## src/rtl/debounce_inputs.sv

```systemverilog
// debounce_inputs: synchronise, debounce and edge-detect raw switch/button inputs.
// Long-press pulses on in_long are built only when DEBOUNCE_LONG_PRESS_EN is defined.
module debounce_inputs #(
  parameter int N_IN         = 5,
  parameter int SYNC_STAGES  = 2,
  parameter int TICK_DIV     = 10000,
  parameter int STABLE_TICKS = 20
`ifdef DEBOUNCE_LONG_PRESS_EN
  ,
  parameter int LONG_TICKS   = 1000
`endif
) (
  input  logic            clk_10mhz,
  input  logic            rst_n,
  input  logic [N_IN-1:0] in_raw,
  output logic [N_IN-1:0] in_db,
  output logic [N_IN-1:0] in_rise,
  output logic [N_IN-1:0] in_fall,
  output logic            sample_tick,
  output logic [N_IN-1:0] in_long
);

  localparam int PW = (TICK_DIV > 1) ? $clog2(TICK_DIV) : 1;
  localparam int CW = $clog2(STABLE_TICKS + 1);
  localparam logic [PW-1:0] PRE_MAX = PW'(TICK_DIV - 1);
  localparam logic [CW-1:0] CNT_MAX = CW'(STABLE_TICKS - 1);

  logic [N_IN-1:0] sync_q [SYNC_STAGES];
  logic [N_IN-1:0] s;
  logic [PW-1:0]   pre;
  logic [CW-1:0]   cnt [N_IN];

  assign s = sync_q[SYNC_STAGES-1];

  always_ff @(posedge clk_10mhz or negedge rst_n) begin
    if (!rst_n) begin
      for (int k = 0; k < SYNC_STAGES; k++) begin
        sync_q[k] <= '0;
      end
    end else begin
      sync_q[0] <= in_raw;
      for (int k = 1; k < SYNC_STAGES; k++) begin
        sync_q[k] <= sync_q[k-1];
      end
    end
  end

  // Tick is registered so it is low in reset even when TICK_DIV is 1.
  always_ff @(posedge clk_10mhz or negedge rst_n) begin
    if (!rst_n) begin
      pre         <= '0;
      sample_tick <= 1'b0;
    end else begin
      sample_tick <= (pre == PRE_MAX);
      pre         <= (pre == PRE_MAX) ? '0 : pre + 1'b1;
    end
  end

  always_ff @(posedge clk_10mhz or negedge rst_n) begin
    if (!rst_n) begin
      in_db   <= '0;
      in_rise <= '0;
      in_fall <= '0;
      for (int i = 0; i < N_IN; i++) begin
        cnt[i] <= '0;
      end
    end else begin
      in_rise <= '0;
      in_fall <= '0;
      for (int i = 0; i < N_IN; i++) begin
        if (s[i] == in_db[i]) begin
          cnt[i] <= '0;
        end else if (sample_tick) begin
          if (cnt[i] == CNT_MAX) begin
            cnt[i]     <= '0;
            in_db[i]   <= s[i];
            in_rise[i] <= s[i];
            in_fall[i] <= ~s[i];
          end else begin
            cnt[i] <= cnt[i] + 1'b1;
          end
        end
      end
    end
  end

`ifdef DEBOUNCE_LONG_PRESS_EN
  localparam int HW = $clog2(LONG_TICKS + 1);
  localparam logic [HW-1:0] HOLD_MAX = HW'(LONG_TICKS);

  logic [HW-1:0] hold [N_IN];

  // Saturating hold count makes the pulse fire once per press.
  always_ff @(posedge clk_10mhz or negedge rst_n) begin
    if (!rst_n) begin
      in_long <= '0;
      for (int i = 0; i < N_IN; i++) begin
        hold[i] <= '0;
      end
    end else begin
      in_long <= '0;
      for (int i = 0; i < N_IN; i++) begin
        if (!in_db[i]) begin
          hold[i] <= '0;
        end else if (sample_tick && hold[i] != HOLD_MAX) begin
          hold[i]    <= hold[i] + 1'b1;
          in_long[i] <= (hold[i] == HOLD_MAX - 1'b1);
        end
      end
    end
  end
`else
  assign in_long = '0;
`endif

endmodule

```

## config.mk

```make
export PLATFORM = sky130hd
export DESIGN_NAME = debounce_inputs
export DESIGN_NICKNAME = d
export VERILOG_FILES = /design/src/rtl/debounce_inputs.sv
export SDC_FILE = /design/constraint.sdc
export NUM_CORES = 1
export LEC_CHECK = 0
export ABC_AREA = 1
export CORE_MARGIN = 5
export CORE_UTILIZATION = 47
export CTS_CLUSTER_DIAMETER = 50
export DETAILED_ROUTE_END_ITERATION = 6
export PLACE_DENSITY = 0.75
export SKIP_LAST_GASP = 1
export SLEW_MARGIN = 30
export SYNTH_ARGS = -nofsm -noshare
export SYNTH_HDL_FRONTEND = slang
export SYNTH_SLANG_ARGS = --single-unit
export TNS_END_PERCENT = 1
```

## constraint.sdc

```tcl
create_clock -name clk_10mhz -period 1.4 [get_ports clk_10mhz]
set_input_delay 0.21 -clock clk_10mhz [delete_from_list [all_inputs] [get_ports clk_10mhz]]
set_output_delay 0.21 -clock clk_10mhz [all_outputs]
set_load 0.02 [all_outputs]
```

# == After elaboration in Yosys (flattened, before gate mapping) ==
# Index checks and enable logic that the tools add are counted.
# totals
ff_bits,65
inputBits,7
out_inout_bits,21
wordCells,99
# classes
addsub,6
eq_ne,11
mux,46
n_bitwise,10
reduce_logical,10
# ops
operator,count
5-bit two-way mux,15
1-bit two-way mux,30
5-bit by 1-bit adder with 5-bit output (second input constant),5
5-bit equality test (second input constant),5
3-bit AND reduction,5
14-bit by 1-bit adder with 14-bit output (second input constant),1
14-bit equality test (second input constant),1
14-bit two-way mux,1
1-bit inverter,10
2-bit nonzero test,5
1-bit equality test,5

# == Logic depth before layout (Yosys ltp) ==
# Gate-level depths: netlist (run 1).
# logic_depth
ltp_word,4
ltp_mapped,8
mapped_depth_nobuf,8

# == Least setup slack after synthesis (run 1) ==
# Ideal clock, no wire load.
# synth_timing
kind,register to register
from,register pre[0]
to,register pre[8]
setup_time_ns,0.120
t_arrival_ns,1.089
required_ns,1.280
path_slack_ns,0.191
stages_incl_launch_ff,7
path_buffers,0
synth_period_minus_slack_ns,1.209
cell_sequence,dfrtp_1 > ha_1 > nand2_1 > nor2_4 > nand3_1 > nor2_4 > nor2_1
# synth_between
elab_chain_len,2
word_cells_on_any_way,3
cone_classes,add/sub (1); eq/ne (1); mux (1)
# synth_lines
element,line,text
"start, declared",30,logic [PW-1:0] pre;
"start signal, assigned",55,pre <= (pre == PRE_MAX) ? '0 : pre + 1'b1;
14-bit by 1-bit adder with 14-bit output or 14-bit equality test (tied branches),55,
14-bit two-way mux (*),55,
# Every way passes the cells marked *; elsewhere a longest branch is shown, timed or not.
# A chain may end at the register's enable or synchronous reset.

# == Worst setup path in the final report (run 1) ==
# layout_timing
from,register in_db[4]
to,output in_db[4]
# layout_rtl
element,line,text
"start, declared",16,"output logic [N_IN-1:0] in_db,"
"start signal, assigned by index",76,in_db[i] <= s[i];
# No word-level cell between the ends.

==> impl_metrics.csv, run 1 <==
group,metric,value,unit
yosys,synth_seq_cells,65,
yosys,netlist_area,2917,sq um
sta,rsz0062_at_grt,"yes",
final_layout,antenna-diode-count,0,
yosys,synth_top_area_share,55.77,%
place,hpwl,3422,um
detailed_routing,drt_pass1_iterations,4,
setup_path,crit_path_max_fanout,4,
detailed_routing,num_vias,2071,
setup_path,critPathMaxStageDelay,620,ps
hold_path,hold_depth,1,
grt,grt_max_degree,37,
clock_network,cts_tree,"yes",
setup_path,cp-start-kind,"flop",
grt,grt-ovfl-total,0,
detailed_routing,route.antenna.remaining_nets,0,
detailed_routing,drtIter0Drc,90,
detailed_routing,route.detailed.drc,0,
floorplan,dieArea,7881,sq um
yosys,yosysSeqAreaShare,55.77,%
clock_network,clock_latency,330,ps
setup_path,critPathKind,"reg2out",
setup_path,cp_cell_sequence,"clkdlybuf4s50_1",
clock_network,clockBufferDepth,2,
hold_path,holdCritPathClass,"in2reg",
power,vdd.ir_drop.worst,0.0007568,V
yosys,synth_edf_count,0,
setup_path,critical-path-slowest-cell,"clkdlybuf4s50_1",
place,gp_congestion,0.8608,
setup_path,r2r_start,"pre[0]",
setup_path,arrival,1340,ps
place,dpl-instance-area,3238,sq um
power,p_leak,1.595,nW
clock_network,clock-sinks,65,
run_status,violations,"negative setup slack",
setup_path,cp_top_family,"buffers and inverters",
final_layout,area_delta_synth_final,16.56,%
place,placedCellCount,416,
yosys,synth.area.top_cells,"dfrtp_1, nand2_1, xor2_1",
detailed_routing,vias_per_cell,4.816,
clock_network,h-tree-depth,3,
floorplan,start_util,48.68,%
final_layout,stdcell_area,3400,sq um
sta,layout_setup_ws,-154.9,ps
final_layout,drive_gt1_share,7.887,%
setup_path,reg2reg_slack,80,ps
setup_path,worstPathBufferInverterCount,1,
sta,whs,317.2,ps
sta,slew_violations,0,
final_layout,final_net_count,367,
setup_path,reg2reg_to,"pre[8]",
yosys,synth_cell_types,19,
hold_path,hold_end,"sync_q[8]",
sta,post-route-period-util,111.1,%
detailed_routing,wl_per_cell,10.85,um
clock_network,clk_pin_slew,60,ps
grt,grt_pass1_wl,8811,um
setup_path,reg2regPathDepth,6,
yosys,async_flop_share,100.0,%
yosys,yosys_most_used_dff,"dfrtp_1",
detailed_routing,drt-total-wl,4665,um
sta,layout_min_cycle_time,1555,ps
final_layout,num-fill-cells,518,
floorplan,rows,28,
setup_path,worstPathRequired,1190,ps
yosys,syn_avg_cell_area,9.200,sq um
sta,max_clock_freq,0.6431,GHz
clock_network,post_cts.repair.setup_buffers,0,
yosys,netlist_instances,317,
yosys,synth_most_common_cell,"nand2_1",
final_layout,final_cells,430,
floorplan,die_x,88.78,um
sta,setup_viol,14,
setup_path,end_kind,"output pin",
grt,antenna_found_initial,0,
sta,hold_violations,0,
clock_network,cts_buffers,9,
floorplan,die_h,88.78,um
yosys,yosys_warnings,0,
grt,grt_pass1_vias,2077,
yosys,synthTopCellsByCount,"nand2_1, dfrtp_1, nor2_1",
floorplan,io-pin-count,28,
run,drv_cap,0,
clock_network,clock-root-buffer,"clkbuf_8",
run_status,outcome,"finished with violations",
floorplan,coreArea,5991,sq um
sta,fin_skew,4.224,ps
place,portBuffers,22,
hold_path,hold_start,"in_raw[3]",
power,p_per_area,962.4,nW/um^2
grt,gr-usage-all-layers,14.56,%
yosys,yosysTopAreaCell,"dfrtp_1",
## where the power goes
part           switching, mW  total [mW]  internal [mW]
Combinational         0.0725       0.101         0.0290
Sequential           0.00743        1.90           1.89
Clock                  0.611        1.27          0.659
Total                  0.690        3.27           2.58
## cell families after synthesis
group	Yosys count	share of synthesized area [%]
adders and majority gates	7	3.003
DFF	65	55.77
and+or+nand+nor	161	24.54
buffers and inverters	32	4.848
xor gates and xnor gates	23	6.907
AOI/OAI and AO/OA	28	4.805
other	1	0.1286
## area by class of cell
| type | count | area (sq um) | share of cell area (%) |
|---|---|---|---|
| clock buffers | 12 | 145.1 | 4.269 |
| repair buffers | 26 | 261.5 | 7.692 |
| well taps | 75 | 93.84 | 2.760 |
| clock inverters | 1 | 5.005 | 0.1472 |
| inverters | 27 | 103.9 | 3.055 |
| multi-input cells | 224 | 1164 | 34.23 |
| flip-flops and latches | 65 | 1627 | 47.85 |
## cells in the final DEF, fill, tap and decap left out, types with 7 or more instances in the layout
master,synthesis,layout
o21ai_1,20,20
clkdlybuf4s50_1,0,19
nand2_1,80,80
xor2_1,17,17
inv_1,26,26
nand3_1,21,21
dfrtp_1,65,65
nor2_4,7,7
nor2_1,37,37
ha_1,7,7
clkbuf_8,0,10
## registers in the layout, indices dropped and copies added (netlist names)
name         flops
cnt             25
in_db            5
s                5
sync_q           5
sample_tick      1
in_rise          5
pre             14
in_fall          5
## worst max-delay path by stage
stage	startpoint	to	slack [ps]	cells past startpoint
2_1_floorplan	pre[0]	pre[8]	190	6
3_3_place_gp	pre[0]	pre[13]	130	8
5_1_grt	in_db[4]	in_db[4]	-220	1
3_5_place_dp	pre[0]	pre[8]	90	6
6_report	in_db[4]	in_db[4]	-150	1
4_1_cts	in_db[0]	in_db[0]	-180	1
## repair_timing
item                                    4_1_cts  5_1_grt
hold endpoints to repair                     15        0
hold buffers                                  1        0
resized for setup                             1        1
endpoints found under the setup margin       16       28
## routing by layer
layer	vias to the layer above	routed length (um)	global-route usage (%)
li1	1063	-	-
met1	972	2208	17.40
met2	28	2158	23.35
met3	8	229	6.425
met4	0	70	5.220
met5	-	0	0
## through the flow
step / power (mW) / setup TNS [ps] / utilization (%) / setup WS [ps]
3_5_place_dp: 2.038 / 0 / 54.05 / 89.74
5_1_grt: 3.456 / -2588 / 56.75 / -224.8
6_report: 3.272 / -1150 / 56.75 / -154.9
2_1_floorplan: 1.981 / 0 / - / 190.8
3_3_place_gp: 2.036 / 0 / 54.05 / 126.0
4_1_cts: 3.335 / -1722 / 56.70 / -182.4
No activity file was read; power rests on OpenSTA's default activity.
==> run 2: changes to the inputs <==
- CELL_PAD_IN_SITES_DETAIL_PLACEMENT: default -> 1
- CELL_PAD_IN_SITES_GLOBAL_PLACEMENT: default -> 1
- CORE_MARGIN: 5 -> 8
- CORE_UTILIZATION: 47 -> 43
- PLACE_DENSITY: 0.75 -> 0.85
==> impl_metrics.csv, run 2 (synthesized netlist as in run 1, its figures left out) <==
group,metric,value,unit
run_status,outcome,"finished with violations",
run_status,violations,"negative setup slack",
power,p_per_area,1058,nW/um^2
clock_network,clk_pin_slew,70,ps
run,drv_cap,0,
floorplan,dieArea,9674,sq um
place,dp_slack,-7.774,ps
power,p_clk_share,45.2,%
setup_path,worstPathBufferInverterCount,1,
setup_path,critPathMaxStageDelay,620,ps
sta,layout_min_cycle_time,1562,ps
final_layout,mostFrequentLayoutCells,"nand2_1, dfrtp_1, nor2_1",
place,gp_congestion,0.7924,
final_layout,reg.largest.list,"cnt (25), pre (14)",
sta,layout_setup_ws,-162.0,ps
final_layout,regMostFlops,"cnt",
power,intPower,2.887,mW
clock_network,cts_buffers,9,
floorplan,die_h,98.36,um
power,pwr-share-comb,2.8,%
detailed_routing,num_vias,2147,
detailed_routing,met1_length,2668,um
sta,max_clock_freq,0.6402,GHz
power,switching_share,21.06,%
grt,grt_pass1_vias,2409,
hold_path,holdCritPathClass,"in2reg",
floorplan,coreArea,6681,sq um
final_layout,area_delta_synth_final,18.49,%
sta,setup_tns,-1352,ps
detailed_routing,drtIter0Drc,64,
setup_path,end_kind,"output pin",
clock_network,clockBufferDepth,2,
clock_network,h-tree-depth,3,
clock_network,clock-sinks,65,
final_layout,largest_register_ffs,25,
sta,fin_skew,7.092,ps
sta,whs,307.1,ps
detailed_routing,route.detailed.drc,0,
sta,rsz0062_at_grt,"yes",
clock_network,clock_latency,340,ps
power,p_leak,1.619,nW
power,power_switching,0.7704,mW
place,portBuffers,22,
floorplan,rows,30,
power,pwr-share-seq,52.0,%
detailed_routing,wl_met3,206,um
final_layout,final_common_cell,"nand2_1",
sta,hold_violations,0,
sta,setup_viol,16,
place,placedCellCount,420,
floorplan,io-pin-count,28,
detailed_routing,vias_per_cell,4.913,
floorplan,die_x,98.36,um
place,dpl-instance-area,3237,sq um
grt,gr-usage-all-layers,14.46,%
detailed_routing,route.antenna.remaining_nets,0,
final_layout,final_net_count,366,
detailed_routing,drt_pass1_iterations,4,
clock_network,cts_tree,"yes",
setup_path,cp-start-kind,"flop",
clock_network,clock-root-buffer,"clkbuf_8",
sta,post-route-period-util,111.6,%
setup_path,cp_cell_sequence,"clkdlybuf4s50_1",
grt,grt_pass1_wl,11230,um
grt,antenna_found_initial,0,
detailed_routing,wl_met2,3247,um
setup_path,critical-path-slowest-cell,"clkdlybuf4s50_1",
final_layout,final_cells,437,
setup_path,arrival,1350,ps
final_layout,drive_gt1_share,8.403,%
place,hpwl,4418,um
final_layout,stdcell_area,3456,sq um
detailed_routing,topRoutingLayerUsed,"met4",
detailed_routing,drt-total-wl,6201,um
floorplan,start_util,43.65,%
final_layout,antenna-diode-count,0,
setup_path,critPathKind,"reg2out",
setup_path,crit_path_max_fanout,3,
grt,grt-ovfl-total,0,
detailed_routing,wl_per_cell,14.19,um
sta,slew_violations,0,
power,fin_total_pwr,3.658,mW
power,vdd.ir_drop.worst,0.0006386,V
setup_path,cp_top_family,"buffers and inverters",
setup_path,worstPathRequired,1190,ps
grt,grt_max_degree,66,
final_layout,final_util,51.72,%
-- run 2: changes by cell type in the layout (fill, tap and decap cells not counted), sizes merged --
cell    delta
buf        -1
clkbuf     +2
bufinv     +1
-- run 2: layout make-up --
type | instances | area, sq um
flip-flops and latches | 65 | 1627
multi-input cells | 224 | 1164
inverters | 27 | 103.9
clock inverters | 2 | 35.03
repair buffers | 25 | 254.0
fillers | 781 | 3226
clock buffers | 14 | 172.7
well taps | 80 | 100.1
-- run 2: timing repair --
item	in CTS	in global routing
resized for setup	1	1
setup endpoints to repair	17	34
cloned	0	0
setup buffers	0	0
hold endpoints to repair	65	0
hold buffers	1	0
-- run 2: final timing paths --
kind | cells after the start | end | slack, ps | from
setup / recovery | 1 | in_db[3] | -160 | in_db[3]
hold / removal | 1 | sync_q[7] | 310 | in_raw[2]
setup reg to reg | 5 | in_db[3] | -20 | cnt[5]
hold reg to reg | 0 | s[1] | 350 | sync_q[6]
max in group asynchronous | 3 | pre[10] | 700 | rst_n
min in group asynchronous | 3 | s[1] | 420 | rst_n
-- run 2: power by group through the flow --
stage	Sequential (mW)	Clock, mW	Combinational [mW]
floorplan	1.93	0	0.0470
global route	1.90	1.78	0.119
finish	1.90	1.65	0.103
CTS	1.90	1.71	0.107
detailed placement	1.94	0	0.104
global placement	1.93	0	0.101
-- run 2: metal layers --
layer	global-route usage (%)	vias up
li1	-	1062
met1	15.92	1057
met2	25.12	20
met3	5.334	8
met4	4.723	0
met5	0	-
